===== src/rtl/arb_pkg.sv =====
// Shared constants and state encoding for the 16-requester round-robin arbiter.
package arb_pkg;

  localparam int N_REQ              = 16;
  localparam int SEL_W              = 4;
  localparam int TIMEOUT_CYCLES_DEF = 64;
  localparam int TO_CNT_W           = $clog2(TIMEOUT_CYCLES_DEF);

  typedef enum logic {
    ARB_IDLE    = 1'b0,
    ARB_GRANTED = 1'b1
  } arb_state_e;

endpackage


===== src/rtl/rr_priority_pick.sv =====
// Combinational round-robin pick: rotate requests so ptr lands at bit 0,
// take the lowest set bit, then rotate the index back by adding ptr.
module rr_priority_pick
  import arb_pkg::*;
(
  input  logic [N_REQ-1:0] req,
  input  logic [SEL_W-1:0] ptr,
  output logic [SEL_W-1:0] winner,
  output logic             any_req
);

  logic [N_REQ-1:0] rot;
  logic [SEL_W-1:0] idx;

  always_comb begin
    rot = '0;
    for (int i = 0; i < N_REQ; i++) begin
      rot[i] = req[SEL_W'(i) + ptr];
    end
  end

  // Descending scan so the lowest set bit is the last one written.
  always_comb begin
    idx = '0;
    for (int i = N_REQ - 1; i >= 0; i--) begin
      if (rot[i]) idx = SEL_W'(i);
    end
  end

  assign winner  = idx + ptr;
  assign any_req = |req;

endmodule


===== config.mk =====
export PLATFORM = sky130hd
export DESIGN_NAME = rr_priority_pick
export DESIGN_NICKNAME = d
export VERILOG_FILES = /design/src/rtl/arb_pkg.sv /design/src/rtl/rr_priority_pick.sv
export SDC_FILE = /design/constraint.sdc
export NUM_CORES = 1
export LEC_CHECK = 0
export CAP_MARGIN = 15
export CORE_MARGIN = 1
export CORE_UTILIZATION = 30
export DETAILED_ROUTE_END_ITERATION = 12
export PLACE_DENSITY = 0.48
export REMOVE_ABC_BUFFERS = 1
export SLEW_MARGIN = 20
export SYNTH_ARGS = -nofsm -noshare
export SYNTH_HDL_FRONTEND = slang
export SYNTH_SLANG_ARGS = --single-unit
export TNS_END_PERCENT = 50

===== constraint.sdc =====
create_clock -name vclk -period 7.75
set_clock_uncertainty 0.1 [all_clocks]
set_input_delay 1.55 -clock vclk [all_inputs]
set_output_delay 1.55 -clock vclk [all_outputs]
set_load 0.005 [all_outputs]

[Word level (Yosys, flattened, before mapping)]
Index checks and enable logic that the tools add are counted.
Cells by class
  $add $sub $neg: 16
  magnitude comparators: 16
  mux-type cells: 48
  reductions and logical operators: 1
Operators by type and width (count)
  $lt 4x5->1 const B: 16
  $bmux 1 s4: 16
  $mux 4: 16
  $add 4x4->4 const A: 8
  $add 3x4->4 const A: 4
  $mux 1: 16
  $reduce_or 16->1: 1
  $add 2x4->4 const A: 2
  $add 1x4->4 const A: 1
  $add 4x4->4: 1
Storage, ports and cells
  bits in registers: 0
  output and inout port bits: 5

[Longest topological paths before layout]
  word-level depth: 20
  mapped depth: 15

[Least setup slack after synthesis]
Ideal clock, no wire load.
  kind: input to output
  start point: in ptr[1]
  end point: out winner[3]
  arrival: 5002 ps
  data required time: 6100 ps
  setup slack: 1098 ps
  stages on the path: 14
  path buffers: 2
  cell sequence: clkbuf_1 inv_1 ha_1 buf_2 mux4_1 mux2_2 mux2_2 nor4b_2 nor2b_1 o2111a_1 ha_1 a21oi_1 xor2_1 xnor2_1
On the way
  longest elaborated chain between the ends: 20
  elaborated cells on any way between the ends: 64
RTL lines
  from (decl): line rr_priority_pick.sv:7  | input logic [SEL_W-1:0] ptr,
  $add 4x4->4: line rr_priority_pick.sv:18  | rot[i] = req[SEL_W'(i) + ptr];
  $bmux 1 s4: line rr_priority_pick.sv:18
  $mux 1 (implied by the code): line rr_priority_pick.sv:18
  $mux 4 (16 in a row): line rr_priority_pick.sv:26  | if (rot[i]) idx = SEL_W'(i);
  $add 4x4->4 (*): line rr_priority_pick.sv:30  | assign winner = idx + ptr;
  to (decl): line rr_priority_pick.sv:8  | output logic [SEL_W-1:0] winner,
Mark *: on every way between the ends. The rest lies on a longest branch, timed or not. The select of a mux whose other input is x is not followed.

[Worst setup path in the final report]
Ends and elaborated chain as after synthesis.

==> results.sh <==
export IMPL_max_freq_ghz=0.134
export IMPL_tightest_slew_ns=0.452
export IMPL_drc=0
export IMPL_slew_limit_headroom_pct=69.7
export IMPL_crit_chain="clkdlybuf4s50_1, inv_1, ha_1, mux4_1, mux2_2, mux2_2, nor4b_2, nor2b_1, o2111a_1, ha_1, a21oi_1, xor2_1, xnor2_1, clkdlybuf4s50_1"
export IMPL_fp_row_count=24
export IMPL_finalCriticalPeriod_ns=7.48
export IMPL_vias=1176
export IMPL_seqCellArea_um2=0
export IMPL_place_hpwl_mm=3.06
export IMPL_leakage_nw=0.661
export IMPL_grt_overflow_total=0
export IMPL_outcome="finished clean"
export IMPL_drtIter0Drc=28
export IMPL_total_power_mw=0.166
export IMPL_track_usage_pct=15.4
export IMPL_max_stage_delay_ns=0.63
export IMPL_stdcell_count=198
export IMPL_final_antenna_net_count=0
export IMPL_cts_hold_buf=0
export IMPL_peakVddDrop_v=0.0000317
export IMPL_dp_cells=198
export IMPL_synth_lib_cells_used_distinct=35
export IMPL_setup_violations=0
export IMPL_ys_seq_area_share_pct=0
export IMPL_crit_slowest_cell="mux4_1"
export IMPL_cts_resized=0
export IMPL_antenna_cells=0
export IMPL_drive_above_1_share_pct=22.6
export IMPL_cts_setup_buffers=0
export IMPL_worst_ep_arrival_time_ns=5.83
export IMPL_syn_to_final_growth_pct=23.3
export IMPL_post_dp_cell_area_um2=1700
export IMPL_hold_viol_final=0
export IMPL_yosys_top_cells_area="mux4_1, mux4_2, mux2_2"
export IMPL_synth_largest_area_cell="mux4_1"
export IMPL_grt_pass1_wl_mm=6.09
export IMPL_maxCapViolations=0
export IMPL_seq_cell_count=0
export IMPL_grt_max_degree=23
export IMPL_required_ns=6.10
export IMPL_die_h_um=69.7
export IMPL_routed_wl_mm=3.69
export IMPL_cp_start_kind="primary input"
export IMPL_tns_ns=0
export IMPL_yosys_warnings=0
export IMPL_power_density_nw_per_um2=98.1
export IMPL_fin_crit_sh_pct=96.6
export IMPL_io_buffers=25
export IMPL_nNetsFinal=179
export IMPL_initial_utilization_pct=31.4
export IMPL_hp_class="in -> out"
export IMPL_place_ws_ns=0.280
export IMPL_end_kind="primary output"
export IMPL_utilization_pct=38.7
export IMPL_synth_top_area_share_pct=22.9
export IMPL_final_area_um2=1700
export IMPL_path_class="in -> out"
export IMPL_antenna_found_initial=0
export IMPL_synth_area_um2=1380
export IMPL_rsz0062_at_grt="false"
export IMPL_hold_worst_slack_ns=4.18
export IMPL_syn_mean_instance_area_um2=11.4
export IMPL_grt_pass1_vias=1236
export IMPL_clkbuf_count=0
export IMPL_slew_viol_final=0
export IMPL_place_congestion=0.959
export IMPL_ios=25
export IMPL_first_pass_iters=4
export IMPL_vias_per_cell=5.94
export IMPL_crit_fanout=8
export IMPL_syn_inst=121
export IMPL_wl_per_cell_um=18.6
export IMPL_coreArea_um2=4380
export IMPL_setup_ws_ns=0.266
export IMPL_dieWidth_um=69.7
export IMPL_dieArea_um2=4860
-- path summary, 6_finish.rpt --
check | startpoint | end | slack [ns] | cells after the start
worst max-delay path | ptr[1] | winner[3] | 0.27 | 14
worst min-delay path | req[5] | any_req | 4.18 | 4
-- worst max-delay path: cells and delay by family --
kind | cells | cell delay [ns]
fa+ha+maj | 2 | 0.77
compound gates | 2 | 0.42
mux | 3 | 1.22
simple gates | 2 | 0.50
buf+inv | 3 | 1.07
xor+xnor | 2 | 0.31
-- Yosys cell counts, types with 2 or more instances --
| library cell | n |
|---|---|
| nand2_1 | 4 |
| mux2_2 | 13 |
| mux2i_1 | 10 |
| xor2_1 | 3 |
| ha_1 | 10 |
| nor2_1 | 2 |
| buf_2 | 2 |
| xnor2_1 | 8 |
| inv_1 | 11 |
| o21ai_0 | 2 |
| o211ai_1 | 2 |
| o2111a_1 | 2 |
| mux4_1 | 12 |
| mux4_2 | 10 |
| nor4_1 | 4 |
| a21oi_1 | 6 |
| nand4_1 | 2 |
-- layout make-up --
cell class                      count  area [um^2]
Fill cell                         423         2690
Tap cell                           52         65.1
Inverter                           11         41.3
Multi-Input combinational cell    105         1300
Timing Repair Buffer               30          288
-- cells by family (layout without fill, tap and decap cells) --
logic type               count (synthesis)  in the layout  share of synthesized area (%)
multiplexers                            46             46                           58.2
AO/OA/AOI/OAI                           19             19                           10.2
AND/OR/NAND/NOR                         18             18                           8.73
buffers and inverters                   16             41                           5.36
adder cells (fa/ha/maj)                 11             11                           10.5
XOR/XNOR                                11             11                           7.00
-- cell usage in the layout (no fill, tap or decap), drive strengths merged --
| cell | Yosys | final |
|---|---|---|
| a21bo | 1 | 1 |
| mux2i | 11 | 11 |
| or2 | 1 | 1 |
| mux4 | 22 | 22 |
| nand2b | 1 | 1 |
| a21o | 1 | 1 |
| o21a | 1 | 1 |
| nor4b | 1 | 1 |
| nor2 | 2 | 2 |
| ha | 10 | 10 |
| nor4 | 5 | 5 |
| clkdlybuf4s50 | 0 | 25 |
| o21ai | 2 | 2 |
| buf | 4 | 5 |
| xnor2 | 8 | 8 |
| fa | 1 | 1 |
| a22oi | 1 | 1 |
| a21boi | 1 | 1 |
| o211ai | 2 | 2 |
| mux2 | 13 | 13 |
| a21oi | 6 | 6 |
| a211oi | 1 | 1 |
| a2111oi | 1 | 1 |
| o2111a | 2 | 2 |
| nand3 | 1 | 1 |
| inv | 11 | 11 |
| nor2b | 1 | 1 |
| nand4 | 2 | 2 |
| nand2 | 4 | 4 |
| xor2 | 3 | 3 |
-- per-layer routing --
metal	track usage, %	part of all wire [%]	wire length [um]	up-vias
met5	0	0	0	-
met4	2.67	0.60	22	0
met3	0.727	4.4	161	2
met2	28.6	51	1900	40
met1	20.0	44	1610	580
li1	-	-	-	554
-- power by group --
| group | switching (mW) | internal, mW | total [mW] |
|---|---|---|---|
| logic | 0.0786 | 0.0878 | 0.166 |
| clock network | 0 | 0 | 0 |
| registers | 0 | 0 | 0 |
| total | 0.0786 | 0.0878 | 0.166 |
Power figures use the tool's default switching activity.
